### config.mk
export PLATFORM = sky130hd
export DESIGN_NAME = rgb_hue_pwm
export DESIGN_NICKNAME = d
export VERILOG_FILES = /design/src/rtl/rgb_hue_pkg.sv /design/src/rtl/pwm_channel.sv /design/src/rtl/rgb_hue_pwm.sv
export SDC_FILE = /design/constraint.sdc
export NUM_CORES = 1
export LEC_CHECK = 0
export ABC_AREA = 1
export BUFFER_PORTS_ARGS = -buffer_cell sky130_fd_sc_hd__buf_2
export CORE_ASPECT_RATIO = 0.9
export CORE_MARGIN = 1
export CORE_UTILIZATION = 40
export DETAILED_ROUTE_END_ITERATION = 8
export GPL_TIMING_DRIVEN = 0
export PLACE_DENSITY_LB_ADDON = 0.2
export SETUP_SLACK_MARGIN = 0.15
export SLEW_MARGIN = 20
export SYNTH_ARGS = -nofsm -noshare
export SYNTH_HDL_FRONTEND = slang
export SYNTH_SLANG_ARGS = --single-unit
export TNS_END_PERCENT = 1
### constraint.sdc
create_clock -name clk -period 1.9 [get_ports clk]
set_input_delay 0.57 -clock clk [delete_from_list [all_inputs] [get_ports clk]]
set_output_delay 0.57 -clock clk [all_outputs]
set_load 0.005 [all_outputs]
### src/rtl/rgb_hue_pkg.sv
// ============================================================================
// rgb_hue_pkg : segment encoding and step-mode colours for rgb_hue_pwm
// Rev 1.0
// ============================================================================
`default_nettype none

package rgb_hue_pkg;

  typedef enum logic [2:0] {
    SEG_RED     = 3'd0,
    SEG_YELLOW  = 3'd1,
    SEG_GREEN   = 3'd2,
    SEG_CYAN    = 3'd3,
    SEG_BLUE    = 3'd4,
    SEG_MAGENTA = 3'd5
  } seg_e;

  localparam int c_seg_count = 6;

  // Step-mode colours as {R,G,B} on/off flags
  localparam logic [2:0] c_rgb_red     = 3'b100;
  localparam logic [2:0] c_rgb_yellow  = 3'b110;
  localparam logic [2:0] c_rgb_green   = 3'b010;
  localparam logic [2:0] c_rgb_cyan    = 3'b011;
  localparam logic [2:0] c_rgb_blue    = 3'b001;
  localparam logic [2:0] c_rgb_magenta = 3'b101;

  function automatic seg_e next_seg(input seg_e s);
    if (s == seg_e'(c_seg_count - 1)) begin
      return SEG_RED;
    end
    return seg_e'(s + 3'd1);
  endfunction

  function automatic logic [2:0] seg_colour(input seg_e s);
    logic [2:0] rgb;
    rgb = 3'b000;
    case (s)
      SEG_RED:     rgb = c_rgb_red;
      SEG_YELLOW:  rgb = c_rgb_yellow;
      SEG_GREEN:   rgb = c_rgb_green;
      SEG_CYAN:    rgb = c_rgb_cyan;
      SEG_BLUE:    rgb = c_rgb_blue;
      SEG_MAGENTA: rgb = c_rgb_magenta;
      default:     rgb = 3'b000;
    endcase
    return rgb;
  endfunction

endpackage

`default_nettype wire

### src/rtl/pwm_channel.sv
// ============================================================================
// pwm_channel : frame-synchronous duty shadow, optional gamma, registered compare
// Optional feature macro: RGB_HUE_GAMMA_EN. Rev 1.0
// ============================================================================
`default_nettype none

module pwm_channel #(
  parameter int PWM_BITS = 8
) (
  input  logic                clk,
  input  logic                rst_n,
  input  logic                i_load,
  input  logic [PWM_BITS-1:0] i_duty,
  input  logic [PWM_BITS-1:0] i_cnt,
  output logic                o_pwm
);

  logic [PWM_BITS-1:0] w_duty;
  logic [PWM_BITS-1:0] r_duty;
  logic                r_pwm;

`ifdef RGB_HUE_GAMMA_EN
  logic [2*PWM_BITS-1:0] w_sq;
  assign w_sq   = i_duty * i_duty;
  assign w_duty = PWM_BITS'(w_sq >> PWM_BITS);
`else
  assign w_duty = i_duty;
`endif

  // Shadow only updates at the frame boundary so a frame never changes mid-way
  always_ff @(posedge clk or negedge rst_n) begin
    if (!rst_n) begin
      r_duty <= '0;
    end else if (i_load) begin
      r_duty <= w_duty;
    end
  end

  always_ff @(posedge clk or negedge rst_n) begin
    if (!rst_n) begin
      r_pwm <= 1'b0;
    end else begin
      r_pwm <= (i_cnt < r_duty);
    end
  end

  assign o_pwm = r_pwm;

endmodule

`default_nettype wire

### src/rtl/rgb_hue_pwm.sv
// ============================================================================
// rgb_hue_pwm : RGB LED hue fader (linear fade or six-colour step) with PWM drive
// Optional feature macro: RGB_HUE_GAMMA_EN (squared duty curve). Rev 1.0
// ============================================================================
`default_nettype none

module rgb_hue_pwm
  import rgb_hue_pkg::*;
#(
  parameter int PWM_BITS    = 8,
  parameter int STEP_CYCLES = 12000
) (
  input  logic       clk,
  input  logic       rst_n,
  input  logic       en,
  input  logic       mode,
  output logic       RGB_R,
  output logic       RGB_G,
  output logic       RGB_B,
  output logic [2:0] seg
);

  localparam int                   c_step_w    = (STEP_CYCLES > 1) ? $clog2(STEP_CYCLES) : 1;
  localparam logic [c_step_w-1:0]  c_step_last = c_step_w'(STEP_CYCLES - 1);
  localparam logic [PWM_BITS-1:0]  c_max       = '1;

  logic [c_step_w-1:0] r_step_cnt;
  logic                r_tick;
  logic [PWM_BITS-1:0] r_level;
  seg_e                r_seg;
  logic [PWM_BITS-1:0] r_pwm_cnt;
  logic                w_frame;
  logic [PWM_BITS-1:0] w_duty_r;
  logic [PWM_BITS-1:0] w_duty_g;
  logic [PWM_BITS-1:0] w_duty_b;
  logic [2:0]          w_step_rgb;

  // Tick is registered so one raised on the last enabled cycle is still applied after en drops
  always_ff @(posedge clk or negedge rst_n) begin
    if (!rst_n) begin
      r_step_cnt <= '0;
      r_tick     <= 1'b0;
    end else begin
      r_tick <= 1'b0;
      if (en) begin
        if (r_step_cnt == c_step_last) begin
          r_step_cnt <= '0;
          r_tick     <= 1'b1;
        end else begin
          r_step_cnt <= r_step_cnt + c_step_w'(1);
        end
      end
    end
  end

  always_ff @(posedge clk or negedge rst_n) begin
    if (!rst_n) begin
      r_level <= '0;
      r_seg   <= SEG_RED;
    end else if (r_tick) begin
      if (r_level == c_max) begin
        r_level <= '0;
        r_seg   <= next_seg(r_seg);
      end else begin
        r_level <= r_level + PWM_BITS'(1);
      end
    end
  end

  always_ff @(posedge clk or negedge rst_n) begin
    if (!rst_n) begin
      r_pwm_cnt <= '0;
    end else begin
      r_pwm_cnt <= r_pwm_cnt + PWM_BITS'(1);
    end
  end

  assign w_frame    = (r_pwm_cnt == c_max);
  assign w_step_rgb = seg_colour(r_seg);

  always_comb begin
    w_duty_r = '0;
    w_duty_g = '0;
    w_duty_b = '0;
    if (mode) begin
      w_duty_r = {PWM_BITS{w_step_rgb[2]}};
      w_duty_g = {PWM_BITS{w_step_rgb[1]}};
      w_duty_b = {PWM_BITS{w_step_rgb[0]}};
    end else begin
      case (r_seg)
        SEG_RED: begin
          w_duty_r = c_max;
          w_duty_g = r_level;
        end
        SEG_YELLOW: begin
          w_duty_r = c_max - r_level;
          w_duty_g = c_max;
        end
        SEG_GREEN: begin
          w_duty_g = c_max;
          w_duty_b = r_level;
        end
        SEG_CYAN: begin
          w_duty_g = c_max - r_level;
          w_duty_b = c_max;
        end
        SEG_BLUE: begin
          w_duty_r = r_level;
          w_duty_b = c_max;
        end
        SEG_MAGENTA: begin
          w_duty_r = c_max;
          w_duty_b = c_max - r_level;
        end
        default: begin
          w_duty_r = '0;
          w_duty_g = '0;
          w_duty_b = '0;
        end
      endcase
    end
  end

  pwm_channel #(.PWM_BITS(PWM_BITS)) u_ch_r (
    .clk    (clk),
    .rst_n  (rst_n),
    .i_load (w_frame),
    .i_duty (w_duty_r),
    .i_cnt  (r_pwm_cnt),
    .o_pwm  (RGB_R)
  );

  pwm_channel #(.PWM_BITS(PWM_BITS)) u_ch_g (
    .clk    (clk),
    .rst_n  (rst_n),
    .i_load (w_frame),
    .i_duty (w_duty_g),
    .i_cnt  (r_pwm_cnt),
    .o_pwm  (RGB_G)
  );

  pwm_channel #(.PWM_BITS(PWM_BITS)) u_ch_b (
    .clk    (clk),
    .rst_n  (rst_n),
    .i_load (w_frame),
    .i_duty (w_duty_b),
    .i_cnt  (r_pwm_cnt),
    .o_pwm  (RGB_B)
  );

  assign seg = r_seg;

endmodule

`default_nettype wire

## Word-level counts from Yosys, hierarchy flattened

Index checks and enable logic that the tools add are counted.

- Bits in registers: 61
- Output and inout bits: 6
- Memories kept: 0
- Bits in latches: 0
- ROM bits: 0
- Memory bits (writable): 0

- Multipliers: 0
- Bitwise logic cells: 0
- Add/sub/neg operators: 5
- Equality and inequality tests: 8
- $lt $le $gt $ge: 3
- Reductions and logical operators: 5
- Shift-type cells: 0
- Div/mod/pow operators: 0
- Multiplexer cells: 16

Operators with widths:

| kind | count |
|---|---|
| $pmux 8 s3 | 3 |
| $mux 8 | 4 |
| $lt 8x8->1 | 3 |
| $pmux 3 s6 | 1 |
| $add 8x1->8 const B | 2 |
| $eq 8x8->1 const B | 2 |
| $add 14x1->14 const B | 1 |
| $eq 14x14->1 const B | 1 |
| $mux 14 | 1 |
| $sub 8x8->8 const A | 1 |
| $eq 3x2->1 const B | 2 |
| $eq 3x3->1 const B | 2 |
| $mux 3 | 2 |
| $reduce_or 2->1 | 3 |
| $mux 1 | 5 |
| $add 3x1->3 const B | 1 |
| $eq 3x1->1 const B | 1 |
| $logic_not 3->1 | 1 |
| $reduce_and 2->1 | 1 |

## Depth between registers and ports, before layout

Gate-level depths: netlist of run 1.

- Depth in word-level cells: 5
- Depth in mapped cells: 9

## Modules after synthesis

A second synthesis of run 1 with hierarchy kept.

- Cells, all modules: 550
- Area, all modules: 3978.8 µm²

By module, submodules not included:

| module | instances | cells each | area an instance (µm²) | sequential area each (µm²) |
|---|---|---|---|---|
| rgb_hue_pwm | 1 | 382 | 2499.9 | 850.8 |
| pwm_channel | 3 | 56 | 493.0 | 225.2 |

## Worst setup path after synthesis of run 1

Ideal clock, no wire load.

- Kind: flip-flop to flip-flop
- Start: reg r_seg[2], in the netlist seg[2]
- End: reg u_ch_g.r_duty[0]
- Arrival time: 1378 ps
- Setup time: 127 ps
- Cell stages (with the launch flop): 8
- Setup slack: 395 ps
- Data required time: 1773 ps
- Path through: dfrtp_1 -> inv_2 -> buf_6 -> ha_1 -> inv_1 -> nand3_1 -> a21oi_4 -> a21oi_1

- Word-level cells in the longest chain between the ends: 4
- Elaborated cells on any way between the ends: 10
- Those cells by class: eq/ne: 5; mux: 3; reduce/logical: 2

Ends and longest elaborated chain:

| element | RTL line | source |
|---|---|---|
| start: declaration | rgb_hue_pwm.sv:30 | `seg_e r_seg;` |
| start signal: assignment | rgb_hue_pwm.sv:63 | `r_seg <= next_seg(r_seg);` |
| $eq 3x2->1 / $eq 3x1->1 (equally long branches) | rgb_hue_pkg.sv:38, rgb_hue_pwm.sv:90 |  |
| $reduce_or 2->1 (no line) | - |  |
| $pmux 8 s3 | rgb_hue_pwm.sv:90 | `case (r_seg)` |
| $mux 8 * | rgb_hue_pwm.sv:85 | `if (mode) begin` |
| end signal: assignment | pwm_channel.sv:35 | `r_duty <= w_duty;` |
| end: declaration | pwm_channel.sv:19 | `logic [PWM_BITS-1:0] r_duty;` |

Every way passes the cells marked *; elsewhere a longest branch is shown, timed or not.
A chain may end at the register's enable or synchronous reset.

## Final worst setup path of run 1

- Start: reg r_seg[2], in the netlist seg[2]
- End: reg u_ch_g.r_duty[1]

Same word-level chain as after synthesis.

==> impl_metrics.toml, run 1 <==
[finish]
areaGrowthSynthToFinish_pct = 11.9
drive_gt1_share_pct = 11.7
nNetsFinal = 547
multi_input_area_um2 = 1940
diodes = 0
regArea_um2 = 1530
fillers = 952

[min_path]
hold_class = "in2async"

[global_route]
grt_use_total_pct = 19.6
grt-ovfl-total = 0
grt_pass1_vias = 3089
antenna_found_initial = 0
grt_pass1_wl_um = 15100
grt_max_degree = 46

[logic_synthesis]
avgSynthCellArea_um2 = 7.68
synth_ff_type = "dfrtp_1"
yosysWarningCount = 0
ys_ff_latch = 61
synth_edf_count = 0
syn_inst = 495
synth_area_um2 = 3800
synthesis.nets = 525
synth_top_area_share_pct = 40.1
synth_common_cells = "117 x nand2_1, 72 x a21oi_1, 61 x dfrtp_1"
synthArstFlopShare_pct = 100
yosys-top-cells-area = "dfrtp_1 40%, nand2_1 12%, a21oi_1 9.5%, ha_1 8.6%, nand3_1 6.3%"
ys_types = 29
synth_top_area_cell = "dfrtp_1"
yosysMostFrequentCell = "nand2_1"
yosysSeqAreaShare_pct = 40.1

[cts]
tritoncts = "yes"
cts_buffer_depth = 2
clk_latency_ps = 340
cts_buffers = 9
clk_pin_slew_ps = 70
cts_num_sinks = 61
clockRootBuffer = "clkbuf_8"
htree_levels = 3
hold_buffers = 0

[power_and_ir_drop]
p_per_area_nw_per_um2 = 706
ir_drop_mv = 0.335
p_leak_nw = 2.11

[timing]
setup_viol = 0
drv_slew = 0
post-route-period-util_pct = 86.9
final.setup.worst_slack_ps = 248
worst_pin_slew_ps = 417
tns_ps = 0
rsz0062_at_grt = "false"
fin_skew_ps = 7.01
fmax_mhz = 605
layout_min_cycle_time_ps = 1650
finalHoldViolCount = 0
slew_headroom_pct = 72.0

[placement]
dpl.hpwl_um = 6430
port_buffers = 8
place_congestion = 0.804
post-place-ws_ps = 58.6

[critical_path]
arrival_ps = 1870
path_class = "reg2reg"
rr_endpoint = "u_ch_g.r_duty[1]$_DFFE_PN0N_"
worstPathRequired_ps = 2120
path_max_fanout = 11
r2r-start = "seg[2]$_DFFE_PN0P_"
worstSetupStartpointType = "flip-flop"
critPathMaxStageDelay_ps = 430
r2r_cells = 7
path_cells = "inv_2, buf_6, ha_1, inv_1, nand3_1, a21oi_4, a21oi_1"
rrSetupSlack_ps = 250
endpoint_kind = "flip-flop"
cp_slowest_cell = "dfrtp_2"

[drt]
drt_iter0_drc = 255
wl_um = 8750
drc = 0
viasPerCell = 5.00
route.vias.total = 3213
drtPass1Iterations = 4
wire_per_inst_um = 13.6
drtAntennaViolNets = 0

[floorplan]
dieArea_um2 = 9900
io_pins = 10
start_util_pct = 41.5
fp-row-count = 33
die_w_um = 105
die_h_um = 94.5
core_area_um2 = 9170

[run]
maxCapViolCount = 0

[outcome]
status = "completed"
## critical path, delay by kind of cell (launching register included)
kind                       cells  cell delay [ps]
AOI/OAI and AO/OA              2              390
adders and majority gates      1              190
buffers and inverters          3              360
DFF                            1              430
and+or+nand+nor                1              140
## repair_timing
item	CTS	global route
endpoints found under the setup margin	24	24
gates resized for setup	1	5
pin swaps	0	1
setup buffers	0	2
## cell type report
class,count,area share [%]
Sequential cell,61,36.0
Timing Repair Buffer,11,2.00
Tap cell,122,3.59
Buffer,15,2.47
Clock buffer,11,3.56
Multi-Input combinational cell,356,45.7
Inverter,63,5.62
Clock inverter,4,1.12
## cell families (layout without fill, tap and decap cells)
group                    after synthesis  count (layout)  share of synthesized area [%]
adder cells (fa/ha/maj)               26              26                           8.55
XOR/XNOR                              15              15                           3.45
buffers and inverters                 78             104                           9.01
AO/OA/AOI/OAI                         86              86                           12.0
AND/OR/NAND/NOR                      229             229                           26.8
flip-flops                            61              61                           40.1
## cells in the final DEF, fill, tap and decap left out, types with 9 or more instances in the layout
cell,Yosys,final
inv_1,59,59
nand4_1,11,11
ha_1,26,26
xor2_1,13,13
buf_2,8,15
nor2_1,35,35
nand3_1,48,48
a21oi_1,72,72
dfrtp_1,61,58
o21ai_0,9,9
clkbuf_8,0,11
nand2_1,117,117
## state kept, by name (all words and copies together), names as in the netlist
signal and count:
u_ch_r.o_pwm 1, u_ch_r.r_duty 8, seg 3, u_ch_b.o_pwm 1
u_ch_g.o_pwm 1, u_ch_g.r_duty 8, u_ch_b.r_duty 8, r_step_cnt 14
r_pwm_cnt 8, r_tick 1, r_level 8
## worst max-delay path by stage
stage               cells after the start  slack [ps]                      endpoint                    from
floorplan                               7         390  u_ch_g.r_duty[0]$_DFFE_PN0N_      seg[2]$_DFFE_PN0P_
global placement                        1          30     r_step_cnt[3]$_DFFE_PN0P_                   rst_n
detailed placement                      6          60  u_ch_g.r_duty[5]$_DFFE_PN0N_  r_pwm_cnt[1]$_DFF_PN0_
CTS                                     8         160  u_ch_g.r_duty[6]$_DFFE_PN0N_      seg[2]$_DFFE_PN0P_
global route                            8         170  u_ch_g.r_duty[0]$_DFFE_PN0N_      seg[1]$_DFFE_PN0P_
finish                                  7         250  u_ch_g.r_duty[1]$_DFFE_PN0N_      seg[2]$_DFFE_PN0P_
## per-layer routing
metal	global-route usage, %	wire length, um	vias to the layer above
li1	-	-	1664
met1	26.7	4400	1494
met2	31.4	3950	48
met3	4.76	341	7
met4	4.81	66	0
met5	0	0	-
## where the power goes
group / switching [mW] / internal [mW]
logic: 0.224 / 0.122
registers: 0.0903 / 1.39
clock network: 0.512 / 0.665
## through the flow
stage,area (um2),hold slack [ps],util [%],power [mW],std cells
6_report,4260,90.1,46.4,3.01,643
5_1_grt,4260,85.9,46.4,3.19,643
4_1_cts,4230,84.5,46.2,3.04,641
3_5_place_dp,4030,464,43.9,1.85,626
3_3_place_gp,4000,505,43.6,1.84,625
2_1_floorplan,3800,274,-,1.74,495
Power figures use the tool's default switching activity.
==> run 2: changes to the inputs <==
- PLACE_DENSITY_LB_ADDON: 0.2 -> unset
==> run 2 against run 1 <==
Net effect: global-route usage shrank 0.13 points; clock skew grew 3.0 ps; setup slack gained 17 ps; combinational power is essentially flat; sequential share of layout area shrank 0.16 points; worst hold slack gained 26 ps; non-clock buffer count grew 2; clock power is essentially flat; largest power group unchanged.
==> impl_metrics.toml, run 2 (synthesis results as in run 1) <==
[finish]
areaGrowthSynthToFinish_pct = 12.4
largest_register_ffs = 14
regArea_um2 = 1530
finalNonFillerCells = 646
mostFrequentLayoutCells = "117 x nand2_1, 72 x a21oi_1, 58 x inv_1, 58 x dfrtp_1, 48 x nand3_1"
largest_register = "r_step_cnt"
diodes = 0
nNetsFinal = 549
multi_input_area_um2 = 1940
final_common_cell = "nand2_1"
drive_gt1_share_pct = 12.4
fillers = 952

[cts]
cts_buffers = 9
htree_levels = 3
tritoncts = "yes"
cts_buffer_depth = 2
cts_num_sinks = 61
clockRootBuffer = "clkbuf_8"
hold_buffers = 0
clk_latency_ps = 330
clk_pin_slew_ps = 70

[drt]
wl_um = 8720
route.met2.wl_um = 4110
drtAntennaViolNets = 0
top_layer_used = "met4"
viasPerCell = 4.99
drt-met1-wl_um = 4330
drtPass1Iterations = 5
wl_met3_um = 213
wire_per_inst_um = 13.5
drt_iter0_drc = 203
route.vias.total = 3225
drc = 0

[critical_path]
arrival_ps = 1850
path_class = "reg2reg"
worstSetupStartpointType = "flip-flop"
path_max_fanout = 11
endpoint_kind = "flip-flop"
worstPathRequired_ps = 2110

[placement]
placedCellCount = 626
port_buffers = 8
place_congestion = 0.841
dpl.hpwl_um = 6370

[floorplan]
start_util_pct = 41.5
io_pins = 10
dieArea_um2 = 9900
die_w_um = 105
fp-row-count = 33
core_area_um2 = 9170
die_h_um = 94.5

[global_route]
grt_use_total_pct = 19.5
grt-ovfl-total = 0
grt_pass1_vias = 3228
grt_pass1_wl_um = 15200
antenna_found_initial = 0
grt_max_degree = 43

[timing]
slew_headroom_pct = 70.6
worst_pin_slew_ps = 437
post-route-period-util_pct = 86.0
fin_skew_ps = 10.0
fmax_mhz = 612
layout_min_cycle_time_ps = 1630
finalHoldViolCount = 0
tns_ps = 0
rsz0062_at_grt = "false"
drv_slew = 0
setup_viol = 0

[min_path]
hold_class = "in2async"

[run]
maxCapViolCount = 0

[power_and_ir_drop]
ir_drop_mv = 0.381
p_per_area_nw_per_um2 = 708
p_leak_nw = 2.10

[outcome]
status = "completed"
[run 2: critical path: stages, from the launching register on]
cell	delay, ps
dfrtp_2	420
inv_2	90
buf_6	150
ha_1	210
inv_2	90
nand3_1	130
a21oi_4	300
a21oi_1	130
[run 2: metrics by stage]
step                      util (%)  total power [mW]  hold slack, ps  setup slack [ps]  cell area, um2
after floorplan                  -              1.74             274               395            3800
after global placement        43.6              1.84             505              20.0            4000
after detailed placement      43.8              1.85             480              39.5            4020
after CTS                     46.5              3.06             116               189            4260
after global routing          46.6              3.19             118               165            4270
final                         46.6              3.03             116               265            4270
[run 2: repair_timing]
action / CTS / global route
hold endpoints to repair: 0 / 0
endpoints found under the setup margin: 24 / 24
setup buffers: 3 / 1
resized for setup: 3 / 4
pin swaps: 2 / 1
[run 2: cell type report]
type	instances	area share [%]
clock buffers	11	3.54
inverters	63	5.59
flip-flops and latches	61	35.8
well taps	122	3.57
plain buffers	15	2.46
clock inverters	5	1.38
repair buffers	13	2.17
multi-input cells	356	45.5
[run 2: per-layer routing]
layer / vias up / track usage (%)
li1: 1669 / -
met1: 1499 / 25.8
met2: 50 / 32.9
met3: 7 / 3.38
met4: 0 / 5.63
met5: - / 0
[run 2: worst paths after layout]
check | slack, ps | endpoint | cells after the start | start
worst min register to register | 520 | u_ch_b.r_duty[1]$_DFFE_PN0N_ | 2 | u_ch_b.r_duty[1]$_DFFE_PN0N_
worst max-delay path | 270 | u_ch_g.r_duty[2]$_DFFE_PN0N_ | 7 | seg[2]$_DFFE_PN0P_
min in group clk | 520 | u_ch_b.r_duty[1]$_DFFE_PN0N_ | 2 | u_ch_b.r_duty[1]$_DFFE_PN0N_
worst min-delay path | 120 | u_ch_r.o_pwm$_DFF_PN0_ | 1 | rst_n
max in group asynchronous | 1260 | r_level[1]$_DFFE_PN0P_ | 2 | rst_n
worst max register to register | 270 | u_ch_g.r_duty[2]$_DFFE_PN0N_ | 7 | seg[2]$_DFFE_PN0P_
[run 2: report_power, final]
group | internal [mW] | switching [mW] | total, mW
clock network | 0.677 | 0.522 | 1.20
logic | 0.121 | 0.225 | 0.346
registers | 1.39 | 0.0892 | 1.48
total | 2.19 | 0.836 | 3.03
